$ cat src/rtl/game_clock_score_if.sv
// Event pulses from game logic and display-ready results back from game_clock_score.
interface game_clock_score_if;
    logic       start;
    logic       pause;
    logic       score_inc;
    logic       miss;
    logic [6:0] score;
    logic [3:0] sec_tens;
    logic [3:0] sec_ones;
    logic       running;
    logic       game_over;
    logic       sec_tick;

    modport master (
        output start, pause, score_inc, miss,
        input  score, sec_tens, sec_ones, running, game_over, sec_tick
    );

    modport slave (
        input  start, pause, score_inc, miss,
        output score, sec_tens, sec_ones, running, game_over, sec_tick
    );
endinterface

$ cat src/rtl/game_clock_score.sv
// Game run-state: BCD countdown timer and saturating score with registered outputs.
// Optional GAME_CLOCK_BONUS_TIME_EN: +5 s on every score that reaches a nonzero multiple of 10.
module game_clock_score #(
    parameter int TICK_DIV   = 100000000,
    parameter int START_SECS = 30,
    parameter int MAX_SCORE  = 99
) (
    input  logic               clk,
    input  logic               rst,
    game_clock_score_if.slave  bus
);
    localparam int               DIV_W      = $clog2(TICK_DIV);
    localparam logic [DIV_W-1:0] DIV_LAST   = DIV_W'(TICK_DIV - 1);
    localparam logic [3:0]       START_TENS = 4'(START_SECS / 10);
    localparam logic [3:0]       START_ONES = 4'(START_SECS % 10);
    localparam logic [6:0]       SCORE_MAX  = 7'(MAX_SCORE);

    typedef enum logic [1:0] {IDLE, RUN, PAUSED, OVER} state_e;

    state_e           state_q, state_d;
    logic [6:0]       score_q, score_d;
    logic [3:0]       tens_q, tens_d;
    logic [3:0]       ones_q, ones_d;
    logic [DIV_W-1:0] div_q, div_d;
    logic             running_q, running_d;
    logic             game_over_q, game_over_d;
    logic             sec_tick_q, sec_tick_d;
    logic             load;

    always_comb begin
        state_d    = state_q;
        score_d    = score_q;
        tens_d     = tens_q;
        ones_d     = ones_q;
        div_d      = div_q;
        sec_tick_d = 1'b0;
        load       = 1'b0;

        case (state_q)
            IDLE, OVER: begin
                load = bus.start;
            end
            RUN: begin
                if (div_q == DIV_LAST) begin
                    div_d      = '0;
                    sec_tick_d = 1'b1;
                    if (ones_q != 4'd0) begin
                        ones_d = ones_q - 4'd1;
                    end else begin
                        ones_d = 4'd9;
                        tens_d = tens_q - 4'd1;
                    end
                end else begin
                    div_d = div_q + DIV_W'(1);
                end
                // score_inc is accepted even when the same edge ends or pauses the game
                if (bus.score_inc && (score_q < SCORE_MAX)) begin
                    score_d = score_q + 7'd1;
`ifdef GAME_CLOCK_BONUS_TIME_EN
                    if ((score_d % 7'd10) == 7'd0) begin
                        if ((tens_d == 4'd9) && (ones_d >= 4'd5)) begin
                            ones_d = 4'd9;
                        end else if (ones_d >= 4'd5) begin
                            ones_d = ones_d - 4'd5;
                            tens_d = tens_d + 4'd1;
                        end else begin
                            ones_d = ones_d + 4'd5;
                        end
                    end
`endif
                end
                if (bus.miss || ((tens_d == 4'd0) && (ones_d == 4'd0))) begin
                    state_d = OVER;
                end else if (bus.pause) begin
                    state_d = PAUSED;
                end
            end
            PAUSED: begin
                if (bus.miss) begin
                    state_d = OVER;
                end else if (bus.pause) begin
                    state_d = RUN;
                end
            end
            default: state_d = IDLE;
        endcase

        if (load) begin
            state_d = RUN;
            score_d = 7'd0;
            tens_d  = START_TENS;
            ones_d  = START_ONES;
            div_d   = '0;
        end

        running_d   = (state_d == RUN);
        game_over_d = (state_d == OVER);
    end

    always_ff @(posedge clk) begin
        if (rst) begin
            state_q     <= IDLE;
            score_q     <= 7'd0;
            tens_q      <= START_TENS;
            ones_q      <= START_ONES;
            div_q       <= '0;
            running_q   <= 1'b0;
            game_over_q <= 1'b0;
            sec_tick_q  <= 1'b0;
        end else begin
            state_q     <= state_d;
            score_q     <= score_d;
            tens_q      <= tens_d;
            ones_q      <= ones_d;
            div_q       <= div_d;
            running_q   <= running_d;
            game_over_q <= game_over_d;
            sec_tick_q  <= sec_tick_d;
        end
    end

    assign bus.score     = score_q;
    assign bus.sec_tens  = tens_q;
    assign bus.sec_ones  = ones_q;
    assign bus.running   = running_q;
    assign bus.game_over = game_over_q;
    assign bus.sec_tick  = sec_tick_q;
endmodule
$ cat src/flat_wrapper.sv
// flat-port wrapper written by rule: the top's interface ports become plain ports
module game_clock_score_flat 
#(
    parameter int TICK_DIV   = 100000000,
    parameter int START_SECS = 30,
    parameter int MAX_SCORE  = 99
)
  (clk, rst, bus_start, bus_pause, bus_score_inc, bus_miss, bus_score, bus_sec_tens, bus_sec_ones, bus_running, bus_game_over, bus_sec_tick);
  game_clock_score_if bus_i ();
  input  logic clk;
  input  logic rst;
  input wire logic [$bits(bus_i.start)-1:0] bus_start;
  input wire logic [$bits(bus_i.pause)-1:0] bus_pause;
  input wire logic [$bits(bus_i.score_inc)-1:0] bus_score_inc;
  input wire logic [$bits(bus_i.miss)-1:0] bus_miss;
  output wire logic [$bits(bus_i.score)-1:0] bus_score;
  output wire logic [$bits(bus_i.sec_tens)-1:0] bus_sec_tens;
  output wire logic [$bits(bus_i.sec_ones)-1:0] bus_sec_ones;
  output wire logic [$bits(bus_i.running)-1:0] bus_running;
  output wire logic [$bits(bus_i.game_over)-1:0] bus_game_over;
  output wire logic [$bits(bus_i.sec_tick)-1:0] bus_sec_tick;
  assign bus_i.start = bus_start;
  assign bus_i.pause = bus_pause;
  assign bus_i.score_inc = bus_score_inc;
  assign bus_i.miss = bus_miss;
  assign bus_score = bus_i.score;
  assign bus_sec_tens = bus_i.sec_tens;
  assign bus_sec_ones = bus_i.sec_ones;
  assign bus_running = bus_i.running;
  assign bus_game_over = bus_i.game_over;
  assign bus_sec_tick = bus_i.sec_tick;
  game_clock_score #(.TICK_DIV(TICK_DIV), .START_SECS(START_SECS), .MAX_SCORE(MAX_SCORE)) u_core (.clk(clk), .rst(rst), .bus(bus_i));
endmodule
$ cat config.mk
export PLATFORM = sky130hd
export DESIGN_NAME = game_clock_score_flat
export DESIGN_NICKNAME = d
export VERILOG_FILES = /design/src/rtl/game_clock_score_if.sv /design/src/rtl/game_clock_score.sv /design/src/flat_wrapper.sv
export SDC_FILE = /design/constraint.sdc
export NUM_CORES = 1
export LEC_CHECK = 0
export ABC_AREA = 1
export CAP_MARGIN = 30
export CORE_UTILIZATION = 47
export DETAILED_ROUTE_END_ITERATION = 8
export PLACE_DENSITY = 0.72
export SLEW_MARGIN = 30
export SYNTH_ARGS = -nofsm -noshare
export SYNTH_HDL_FRONTEND = slang
export SYNTH_SLANG_ARGS = --single-unit
$ cat constraint.sdc
create_clock -name clk -period 3.35 [get_ports clk]
set_clock_uncertainty 0.15 [all_clocks]
set_input_delay 0.335 -clock clk [delete_from_list [all_inputs] [get_ports clk]]
set_output_delay 0.335 -clock clk [all_outputs]
set_load 0.03 [all_outputs]
==> flow_summary_export.csv <==
group,metric,value,unit
status,outcome,"finished, final reports clean",
placement,io_buffers,23,
floorplanning,io_pins,24,
synth,ys_seq_elements,47,
layout,area_growth,16.2,%
routing,avgViaCountPerCell,5.05,
timing,rsz0062_at_grt,"no",
routing,wl,5050,um
routing,drc_errors,0,
placement,dp_hpwl,3780,um
timing,final_max_slew_viol_count,0,
global_routing,antenna_found_initial,0,
clocking,cts_setup_buffers,0,
timing,post-route-period-util,71.4,%
global_routing,track_usage,20.3,%
global_routing,grt_pass1_wl,8650,um
placement,gp_congestion,0.825,
placement,placedCellCount,446,
timing,setup-violations-final,0,
layout,regArea,941,sq um
synth,async_flop_share,0,%
synth,synthCells,359,
timing,setup_tns,0,ps
global_routing,grt_max_degree,20,
layout,n_antenna_cell,0,
global_routing,grt_overflow,0,
setup_path,critPathKind,"reg2reg",
clocking,cts-resized-gates,0,
global_routing,grt_pass1_vias,2001,
clocking,clk_pin_slew,80,ps
clocking,root_buffer,"clkbuf_8",
clocking,cts_num_sinks,47,
layout,fillers,485,
clocking,postCtsHoldBufs,0,
layout,multi_input_area,0.00129,sq mm
pwr,vdd_drop_max,0.249,mV
setup_path,cp_max_fo,14,
timing,tightestPinTransition,510,ps
timing,relSlewSlack,65.9,%
layout,fin_cells,453,
synth,syn_area_per_cell,6.81,sq um
layout,drive_gt1_share,5.44,%
timing,finalCriticalPeriod,2390,ps
clocking,clk_latency,300,ps
pwr,finalPower,1.56,mW
layout,final_core_util,58.6,%
floorplanning,die_h,74.1,um
layout,layout.nets,397,
synth,ys_top_cells_by_area,"dfxtp_1, nand2_1, inv_1, nor2_1, a21oi_1",
floorplanning,die-area,0.00549,sq mm
pwr,p_leak,1.16,nW
synth,yosysUniqueCellTypes,35,
flow_run,cap_violations,0,
clocking,numCtsBuffers,5,
pwr,power.density,551,mW/mm^2
routing,drtPass1Iterations,4,
synth,yosysSeqAreaShare,38.5,%
clocking,ctsLongestPathBuffers,2,
clocking,cts_tree,"yes",
floorplanning,initial_core_util,50.4,%
timing,hold_viol,0,
routing,vias,2287,
synth,ys.flop_type,"dfxtp_1",
routing,antenna_left,0,
synth,synth_nets,370,
setup_path,cp.arrival,2500,ps
setup_path,end_kind,"register",
setup_path,start_kind,"register",
routing,dr.first_iter.drc_count,93,
synth,yosysTopAreaCell,"dfxtp_1",
synth,netlist_area,0.00244,sq mm
setup_path,crit_required,3450,ps
floorplanning,rows,25,
floorplanning,core_region_area,0.00485,sq mm
clocking,ctsHtreeMaxLevel,2,
timing,timing.fmax,418,MHz
synth,yosys.area.top_type_share,38.5,%
routing,wl_per_cell,11.1,um
hold_path,min_path_type,"reg2reg",
timing,hold_slack,325,ps
floorplanning,die_x,74.1,um
synth,yosys_warnings,0,
synth,synth_edf_count,0,
## Yosys cell counts (all sizes together), types with 2 or more instances
| cell type | count |
|---|---|
| nor4 | 2 |
| a21oi | 27 |
| inv | 50 |
| nand2 | 78 |
| nand3 | 26 |
| clkbuf | 2 |
| ha | 5 |
| nor3 | 15 |
| o21a | 2 |
| nor2 | 53 |
| nor3b | 3 |
| dfxtp | 47 |
| nand4 | 6 |
| o21ai | 21 |
| xor2 | 8 |
| buf | 3 |
| or2 | 2 |
## cell type report
cell class	instances	share of cell area (%)
Inverter	50	6.61
Multi-Input combinational cell	257	45.6
Tap cell	67	2.95
Timing Repair Buffer	25	8.63
Sequential cell	47	33.1
Clock inverter	1	0.176
Clock buffer	6	2.91
## worst paths after layout
kind / slack, ps / from / endpoint / cells after the start
worst max-delay path: 960 / u_core.state_q[0] / u_core.div_q[16] / 9
worst min-delay path: 330 / u_core.bus.score[6] / u_core.bus.score[6] / 2
worst max register to register: 960 / u_core.state_q[0] / u_core.div_q[16] / 9
worst min register to register: 330 / u_core.bus.score[6] / u_core.bus.score[6] / 2
## cells in the final DEF (no fill, tap or decap), types with 3 or more instances in the layout
cell type,instances
clkbuf_8,6
nor3b_1,3
nor3_1,14
a21oi_1,27
nand2_1,75
o21ai_0,19
nand3_1,26
ha_1,5
inv_1,49
xor2_1,8
clkdlybuf4s50_1,23
nand4_1,6
nor2_1,49
dfxtp_1,47
## metrics by stage
step	area [sq um]	setup slack, ps
after CTS	2840	925
after floorplan	2440	1400
final	2840	957
after global routing	2840	670
after detailed placement	2750	879
after global placement	2750	939
## sequential cells by signal, summed over array words and instances, names as in the netlist
register              count
u_core.bus.game_over      1
u_core.bus.running        1
u_core.bus.score          7
u_core.state_q            2
u_core.bus.sec_ones       4
u_core.bus.sec_tens       4
u_core.bus.sec_tick       1
u_core.div_q             27
## worst max-delay path: stages (launching register included)
cell and delay, ps:
dfxtp_1 360, inv_1 70, ha_1 350, nand2_1 80, nand2_1 300, inv_1 340
nand2_1 120, inv_1 220, o21ai_1 120, o21ba_2 240
## routing by layer
| layer | vias up | global-route usage (%) | share of wire [%] | wire [um] |
|---|---|---|---|---|
| met5 | - | 0 | 0 | 0 |
| met4 | 0 | 7.91 | 1.1 | 55 |
| met3 | 5 | 4.61 | 4.5 | 226 |
| met2 | 49 | 32.2 | 45 | 2290 |
| met1 | 1014 | 26.8 | 49 | 2470 |
| li1 | 1219 | - | - | - |
## report_power, final
part / switching (mW) / leakage, nW / internal, mW
registers: 0.0448 / 0.380 / 0.609
clock network: 0.182 / 0.0470 / 0.162
logic: 0.368 / 0.736 / 0.198
## cells by family after synthesis
logic type | after synthesis | share of synthesized area (%)
buffers and inverters | 55 | 8.55
DFF | 47 | 38.5
AOI/OAI and AO/OA | 57 | 12.6
xor gates and xnor gates | 9 | 3.22
adders and majority gates | 5 | 2.56
and+or+nand+nor | 186 | 34.5
Note: power is estimated with default switching activity, not from simulation.
